===== src/rtl/fmul_arbiter.sv =====
// fmul_arbiter: shares one NSTAGE-deep pipelined fmul between two requesters.
//   clk, rstn          clock; synchronous reset, active-high despite the name
//   req{0,1}_*         operation request (valid/ready, x1, x2)
//   resp{0,1}_*        first-word-fall-through result stream (valid/ready, y, ovf)
//   fm_x1/fm_x2        registered operands to the fmul
//   fm_y/fm_ovf        fmul result, valid NSTAGE cycles after the operands
//   idle               nothing in flight and both response FIFOs empty

// Per-requester lane: credit counter plus response FIFO.
//   i_valid/o_elig     request valid in, eligibility for arbitration out
//   i_gnt              this lane was granted (credit +1)
//   i_cap/i_y/i_ovf    fmul result owned by this lane, written at the edge
//   i_ready/o_valid/o_y/o_ovf  response handshake (credit -1 on pop)
module fmul_arbiter_lane #(
  parameter int RDEPTH = 4
) (
  input  logic        clk,
  input  logic        rstn,
  input  logic        i_valid,
  input  logic        i_gnt,
  input  logic        i_cap,
  input  logic [31:0] i_y,
  input  logic        i_ovf,
  input  logic        i_ready,
  output logic        o_elig,
  output logic        o_valid,
  output logic [31:0] o_y,
  output logic        o_ovf
);
  localparam int AW = (RDEPTH > 1) ? $clog2(RDEPTH) : 1;
  localparam int CW = $clog2(RDEPTH + 1);

  logic [32:0]   r_mem [RDEPTH];
  logic [AW-1:0] r_wp, r_rp;
  logic [CW-1:0] r_cnt, r_credit;
  logic          w_pop;

  function automatic logic [AW-1:0] nxt(input logic [AW-1:0] p);
    return (p == AW'(RDEPTH - 1)) ? '0 : p + AW'(1);
  endfunction

  // Credit covers ops in flight plus buffered results, so a full credit
  // count means the FIFO can absorb everything already issued.
  assign o_elig  = i_valid && (r_credit < CW'(RDEPTH));
  assign o_valid = (r_cnt != '0);
  assign w_pop   = i_ready && o_valid;
  assign {o_ovf, o_y} = o_valid ? r_mem[r_rp] : 33'd0;

  always_ff @(posedge clk) begin
    if (i_cap) r_mem[r_wp] <= {i_ovf, i_y};
  end

  always_ff @(posedge clk) begin
    if (rstn) begin
      r_wp     <= '0;
      r_rp     <= '0;
      r_cnt    <= '0;
      r_credit <= '0;
    end else begin
      if (i_cap) r_wp <= nxt(r_wp);
      if (w_pop) r_rp <= nxt(r_rp);
      case ({i_cap, w_pop})
        2'b10:   r_cnt <= r_cnt + CW'(1);
        2'b01:   r_cnt <= r_cnt - CW'(1);
        default: ;
      endcase
      case ({i_gnt, w_pop})
        2'b10:   r_credit <= r_credit + CW'(1);
        2'b01:   r_credit <= r_credit - CW'(1);
        default: ;
      endcase
    end
  end

  a_no_overflow: assert property (@(posedge clk) disable iff (rstn)
    i_cap |-> (r_cnt != CW'(RDEPTH)) || w_pop);
endmodule

module fmul_arbiter #(
  parameter int NSTAGE = 3,
  parameter int RDEPTH = 4
) (
  input  logic        clk,
  input  logic        rstn,
  input  logic        req0_valid,
  output logic        req0_ready,
  input  logic [31:0] req0_x1,
  input  logic [31:0] req0_x2,
  input  logic        req1_valid,
  output logic        req1_ready,
  input  logic [31:0] req1_x1,
  input  logic [31:0] req1_x2,
  output logic        resp0_valid,
  input  logic        resp0_ready,
  output logic [31:0] resp0_y,
  output logic        resp0_ovf,
  output logic        resp1_valid,
  input  logic        resp1_ready,
  output logic [31:0] resp1_y,
  output logic        resp1_ovf,
  output logic [31:0] fm_x1,
  output logic [31:0] fm_x2,
  input  logic [31:0] fm_y,
  input  logic        fm_ovf,
  output logic        idle
);
  logic [1:0]        w_vld, w_rrdy, w_elig, w_gnt, w_cap, w_rvld, w_rovf;
  logic [1:0][31:0]  w_x1, w_x2, w_ry;
  logic [31:0]       r_fm_x1, r_fm_x2;
  // Stage 0 lines up with the registered operands, stage NSTAGE with fm_y.
  logic [NSTAGE:0]   r_vld_pipe, r_id_pipe;
  logic              r_prio;  // 1: requester 1 wins a tie

  assign w_vld  = {req1_valid, req0_valid};
  assign w_rrdy = {resp1_ready, resp0_ready};
  assign w_x1   = {req1_x1, req0_x1};
  assign w_x2   = {req1_x2, req0_x2};

  assign w_gnt[0] = w_elig[0] && (!w_elig[1] || !r_prio);
  assign w_gnt[1] = w_elig[1] && (!w_elig[0] ||  r_prio);

  genvar g;
  generate
    for (g = 0; g < 2; g++) begin : g_lane
      assign w_cap[g] = r_vld_pipe[NSTAGE] && (r_id_pipe[NSTAGE] == 1'(g));
      fmul_arbiter_lane #(.RDEPTH(RDEPTH)) u_lane (
        .clk     (clk),
        .rstn    (rstn),
        .i_valid (w_vld[g]),
        .i_gnt   (w_gnt[g]),
        .i_cap   (w_cap[g]),
        .i_y     (fm_y),
        .i_ovf   (fm_ovf),
        .i_ready (w_rrdy[g]),
        .o_elig  (w_elig[g]),
        .o_valid (w_rvld[g]),
        .o_y     (w_ry[g]),
        .o_ovf   (w_rovf[g])
      );
    end
  endgenerate

  always_ff @(posedge clk) begin
    if (rstn) begin
      r_fm_x1    <= '0;
      r_fm_x2    <= '0;
      r_vld_pipe <= '0;
      r_id_pipe  <= '0;
      r_prio     <= 1'b0;
    end else begin
      r_fm_x1    <= w_gnt[1] ? w_x1[1] : (w_gnt[0] ? w_x1[0] : '0);
      r_fm_x2    <= w_gnt[1] ? w_x2[1] : (w_gnt[0] ? w_x2[0] : '0);
      r_vld_pipe <= {r_vld_pipe[NSTAGE-1:0], |w_gnt};
      r_id_pipe  <= {r_id_pipe[NSTAGE-1:0], w_gnt[1]};
      if (|w_gnt) r_prio <= w_gnt[0];
    end
  end

  assign req0_ready  = w_gnt[0];
  assign req1_ready  = w_gnt[1];
  assign resp0_valid = w_rvld[0];
  assign resp1_valid = w_rvld[1];
  assign resp0_y     = w_ry[0];
  assign resp1_y     = w_ry[1];
  assign resp0_ovf   = w_rovf[0];
  assign resp1_ovf   = w_rovf[1];
  assign fm_x1       = r_fm_x1;
  assign fm_x2       = r_fm_x2;
  assign idle        = !(|r_vld_pipe) && !(|w_rvld);
endmodule


===== config.mk =====
export PLATFORM = sky130hd
export DESIGN_NAME = fmul_arbiter
export DESIGN_NICKNAME = d
export VERILOG_FILES = /design/src/rtl/fmul_arbiter.sv
export SDC_FILE = /design/constraint.sdc
export NUM_CORES = 1
export LEC_CHECK = 0
export CAP_MARGIN = 5
export CORE_ASPECT_RATIO = 1.1
export CORE_MARGIN = 4
export CORE_UTILIZATION = 46
export DETAILED_ROUTE_END_ITERATION = 12
export PLACE_DENSITY = 0.87
export SLEW_MARGIN = 5
export SYNTH_ARGS = -nofsm -noshare
export SYNTH_HDL_FRONTEND = slang
export SYNTH_HIERARCHICAL = 1
export SYNTH_SLANG_ARGS = --single-unit

===== constraint.sdc =====
create_clock -name clk -period 2.85 [get_ports clk]
set_clock_uncertainty 0.05 [all_clocks]
set_input_delay 0.7125 -clock clk [delete_from_list [all_inputs] [get_ports clk]]
set_output_delay 0.7125 -clock clk [all_outputs]
set_load 0.02 [all_outputs]

==> Yosys cells after proc, flatten, opt, wreduce, memory -nomap -nowiden <==
Memories as Yosys holds them, arrays and structs flattened. A register that Yosys moved wholly into a read port is not among the register bits.
Index checks and enable logic that the tools add are counted.
{ "totals": {"reg_bits": 93, "output_inout_bits": 135, "mem_bits_rw": 264, "latchBits": 0, "memories": 2, "elab_cells": 89, "input_bits": 167, "mem_bits_ro": 0} }
{ "op_classes": {"bitwise_logic": 1, "mul": 0, "shifts": 0, "div_mod_pow": 0, "order_cmp": 2, "eq_ne": 12, "n_reduce_logical": 25, "n_addsub": 12, "muxes": 22} }
{ "mem_list": {"columns": ["memory", "words", "word_bits", "read_ports", "rd_clocked_by_memory_dff", "wr", "line", "rtl"], "rows": [
  ["g_lane[0].u_lane.r_mem", 4, 33, 1, 1, 1, "33", "logic [32:0] r_mem [RDEPTH];"],
  ["g_lane[1].u_lane.r_mem", 4, 33, 1, 1, 1, "33", null]
]} }
{ "op_table": {"columns": ["operator", "count"], "rows": [
  ["32-bit two-way mux", 4],
  ["33-bit two-way mux", 2],
  ["3-bit one-hot mux with 2 select lines", 4],
  ["2-bit equality test (second input constant)", 8],
  ["2-bit two-way mux", 8],
  ["3-bit by 1-bit adder with 3-bit output (second input constant)", 4],
  ["3-bit by 1-bit subtractor with 3-bit output (second input constant)", 4],
  ["1-bit logical AND", 9],
  ["2-bit by 1-bit adder with 2-bit output (second input constant)", 4],
  ["2-bit by 1-bit equality test with 1-bit output (second input constant)", 4],
  ["2-bit nonzero test", 4],
  ["3-bit less-than comparator (second input constant)", 2],
  ["3-bit nonzero test", 2],
  ["1-bit logical NOT", 5],
  ["1-bit two-way mux", 4],
  ["2-bit OR reduction", 2],
  ["4-bit OR reduction", 1],
  ["1-bit logical OR", 2],
  ["1-bit NOT", 1]
]} }

==> Longest topological paths before layout <==
{ "logic_depth": {"depth_word": 7, "ltp_mapped": 10, "mapped_depth_nobuf": 9} }

==> Modules after synthesis <==
The synthesis kept the hierarchy.
{ "by_module_without_submodules": {"columns": ["module", "area_per_inst_um2", "cells_each", "n_inst", "seq_area_each_um2"], "rows": [
  ["fmul_arbiter_lane (g_lane[1].u_lane)", 5634.2, 279, 1, 4204.0],
  ["fmul_arbiter_lane (g_lane[0].u_lane)", 5630.4, 277, 1, 4204.0],
  ["fmul_arbiter", 2670.1, 248, 1, 1461.4]
]} }

==> Worst setup path before layout <==
No wires, ideal clock.
{ "synth_path": {"path_kind": "reg-to-output", "from": "register g_lane[1].u_lane.r_cnt[2]", "to": "output port idle", "t_required_ns": 2.088, "path_buffers": 1, "setup_slack_ns": -0.004, "stages_incl_launch_ff": 6, "arrival_time_ns": 2.092, "cell_sequence": "dfxtp_1 -> nor3_2 -> clkbuf_1 -> inv_1 -> or4_1 -> nor3_1"} }
{ "synth_between": {"elab_chain_len": 4} }
{ "synth_lines": {"columns": ["element", "line", "rtl"], "rows": [
  ["start, declared", "35", "logic [CW-1:0] r_cnt, r_credit;"],
  ["start signal, assigned", "63", "2'b10: r_cnt <= r_cnt + CW'(1);"],
  ["start signal, assigned", "64", "2'b01: r_cnt <= r_cnt - CW'(1);"],
  ["3-bit nonzero test", "45", "assign o_valid = (r_cnt != '0);"],
  ["named net resp1_valid", "97", "output logic resp1_valid,"],
  ["2-bit OR reduction", "169", "assign idle = !(|r_vld_pipe) && !(|w_rvld);"],
  ["1-bit logical NOT", "169", null],
  ["1-bit logical AND", "169", null],
  ["end, declared", "105", "output logic idle"]
]} }
The timed path passes the listed nets, and every way through them passes these cells.

==> impl_metrics.ini <==
[logic_synthesis]
synth-seq-cells = 361
syn_area_per_cell_sq_um = 17.3
synth_seq_area_share_pct = 70.8
syn_area_sq_mm = 0.0139
synth_fp_nets = 987
yosysUniqueCellTypes = 36
yosys_warnings = 6
synth_cells = 804

[finish]
multi_input_area_sq_mm = 0.00366
layout-drive-gt1-share_pct = 23.1
final_nets = 1327
syn2layout_area_growth_pct = 34.9
fill_cells = 2050
instances_no_fill = 1561
regArea_sq_mm = 0.00988
post-route-util_pct = 63.2

[grt]
grt_max_degree = 83
grt_pass1_vias = 9161
antenna_found_initial = 19
grt_first_pass_wirelength_microns = 57300
overflow = 0
grt_use_total_pct = 22.9

[clock_tree]
cts.sinks = 361
h-tree-depth = 2
root_buffer = clkbuf_16
tritoncts = done
cts_buffers = 38
clockBufferDepth = 3
insertion_delay_ps = 530
clk_pin_slew_ps = 60

[setup_path]
r2r-start = g_lane[0].u_lane/r_credit[2]$_SDFFE_PP0P_
critPathMaxStageDelay_ps = 500
crit_path_start_kind = flop
crit_path_top_delay_cell = mux4_2
reg2reg_depth = 9
path_max_fanout = 5
critical_path_class = flop to output pin
critPathRequiredTime_ps = 2090
worstPathArrival_ps = 2120
path_cells = buf_12, buf_12, buf_12, mux4_2, nor2b_2, buf_4
worst_setup_path_end_kind = output pin
path_common_cell = buf_12

[timing]
maxSlewHeadroom_pct = 54.8
finalCriticalPeriod_ps = 2880
worst_pin_slew_ps = 678
max_freq_mhz = 347
final.period_utilization_pct = 101
setup_ws_ps = -30.3
hold_ws_ps = 389
hold_viol_final = 0
setup_violations = 7
slew_viol_final = 0
rsz0062_at_grt = yes

[power]
irDropWorstVdd_v = 0.000464
p_clk_share_pct = 39.5
p_sw_mw = 2.75
p_sw_share_pct = 23.1
seqPwrFrac_pct = 48.8
power.internal_mw = 9.15
p_leak_nw = 6.55
comb_power_share_pct = 11.7
power_density_mw_per_mm2 = 633

[placement]
place_congestion = 0.844
port-buffer-count = 301
dp.cells = 1464
hpwl_microns = 25400
dp_slack_ps = -192

[worst_hold_path]
min_from = r_id_pipe[0]$_SDFF_PP0_
hold_path_depth = 1
hold_class = flop to flop

[die]
io_pins = 302
start_util_pct = 46.9
die_w_microns = 174
core_sq_mm = 0.0297
rows = 66
dieArea_sq_mm = 0.0331
die_h_microns = 191

[routing]
vias = 8651
drtIter0Drc = 814
ant_nets = 0
m1WireLength_microns = 13200
drt-vias-per-instance = 5.54
wl_per_cell_microns = 24.8
drcViolationCount = 0
met3_length_microns = 4610
routed_wirelength_microns = 38800
wl_met2_microns = 19600
maxUsedRoutingLayer = met5
firstDrtPassIters = 5

[run]
maxCapViolCount = 0

[run_status]
violations = setup timing
outcome = finished, violations left
## cells in the final DEF, fill, tap and decap left out, types with 18 or more instances in the layout
cell	n
buf_12	19
inv_1	18
a32oi_1	64
edfxtp_1	264
buf_2	44
clkdlybuf4s50_1	231
mux4_2	66
nor2b_1	51
nor2_1	91
clkbuf_16	41
buf_4	32
dfxtp_1	93
## worst paths after layout
path                                               endpoint  slack (ps)
hold / removal                      r_id_pipe[1]$_SDFF_PP0_         390
hold reg to reg                     r_id_pipe[1]$_SDFF_PP0_         390
setup reg to reg  g_lane[1].u_lane/r_credit[2]$_SDFFE_PP0P_         700
setup / recovery                                resp0_y[22]         -30
## synthesized netlist by cell type
cell	count	area, sq um
a211oi_1	1	7.51
a211oi_2	1	12.5
a21boi_2	1	11.3
a21oi_1	8	40.0
a32oi_1	64	561
and2_1	10	62.6
and2b_1	15	113
and3_2	1	7.51
buf_2	9	45.0
buf_4	4	30.0
buf_6	14	158
buf_8	5	75.1
clkbuf_1	17	63.8
clkbuf_8	4	55.1
dfxtp_1	97	1940
edfxtp_1	264	7930
fa_1	4	80.1
ha_1	12	150
inv_1	18	67.6
mux2i_1	6	60.1
mux4_2	66	1490
nand2b_1	2	12.5
nand2b_4	1	13.8
nor2_1	91	342
nor2b_1	61	382
nor3_1	8	40.0
nor3_2	1	10.0
nor3b_1	1	7.51
o21ai_0	3	15.0
o31ai_4	2	42.5
or2_2	1	6.26
or3_2	2	15.0
or4_1	1	7.51
xnor2_1	3	26.3
xor2_1	5	43.8
xor2_2	1	16.3
## stage by stage
stage	setup TNS, ps	power, mW	instance area, sq um
2_1_floorplan	0	6.60	13900
4_1_cts	-577	12.0	18700
3_3_place_gp	-489	7.24	17500
3_5_place_dp	-1150	7.28	17500
6_report	-118	11.9	18800
5_1_grt	-799	12.3	18800
## registers in the layout, indices dropped and copies added, names as in the netlist, named ones only
signal	cells
g_lane.u_lane/r_rp	4
fm_x1	32
g_lane.u_lane/r_wp	4
g_lane.u_lane/r_cnt	6
fm_x2	32
r_vld_pipe	4
g_lane.u_lane/r_mem	264
g_lane.u_lane/r_credit	6
r_prio	1
r_id_pipe	4
## power by group through the flow
stage          sequential, mW  combinational (mW)  clock (mW)
5_1_grt                  5.81                1.48        5.03
6_report                 5.80                1.39        4.70
4_1_cts                  5.80                1.38        4.78
2_1_floorplan            6.01               0.589           0
3_5_place_dp             5.91                1.36           0
3_3_place_gp             5.91                1.33           0
## cell type report
cell class | count | share of cell area (%)
Clock buffer | 51 | 5.60
Sequential cell | 361 | 52.6
Multi-Input combinational cell | 372 | 19.5
Inverter | 18 | 0.359
Tap cell | 374 | 2.49
Timing Repair Buffer | 353 | 18.6
Clock inverter | 17 | 0.699
Antenna cell | 15 | 0.200
## timing repair
action                     CTS  global route
gates resized for setup    270            44
hold endpoints to repair     0             0
hold buffers                 0             0
cloned                       3             1
setup endpoints to repair   69            35
pin swaps                    0             1
setup buffers                8             2
## logic make-up after synthesis
group	Yosys count	synth area share (%)
muxes	72	11.1
buffers and inverters	71	3.55
xor gates and xnor gates	9	0.620
and+or+nand+nor	195	7.31
adders and majority gates	16	1.65
DFF	361	70.8
AOI/OAI and AO/OA	80	4.95
## per-layer routing
metal	up-vias	track usage [%]
li1	3801	-
met1	4280	26.5
met2	496	39.4
met3	66	8.31
met4	8	8.77
met5	-	0
## critical path: cells and delay by family, from the launching register on
| family | cells | cell delay [ps] |
|---|---|---|
| buffers and inverters | 4 | 530 |
| DFF | 1 | 380 |
| muxes | 1 | 500 |
| and+or+nand+nor | 1 | 200 |
Power figures use the tool's default switching activity.
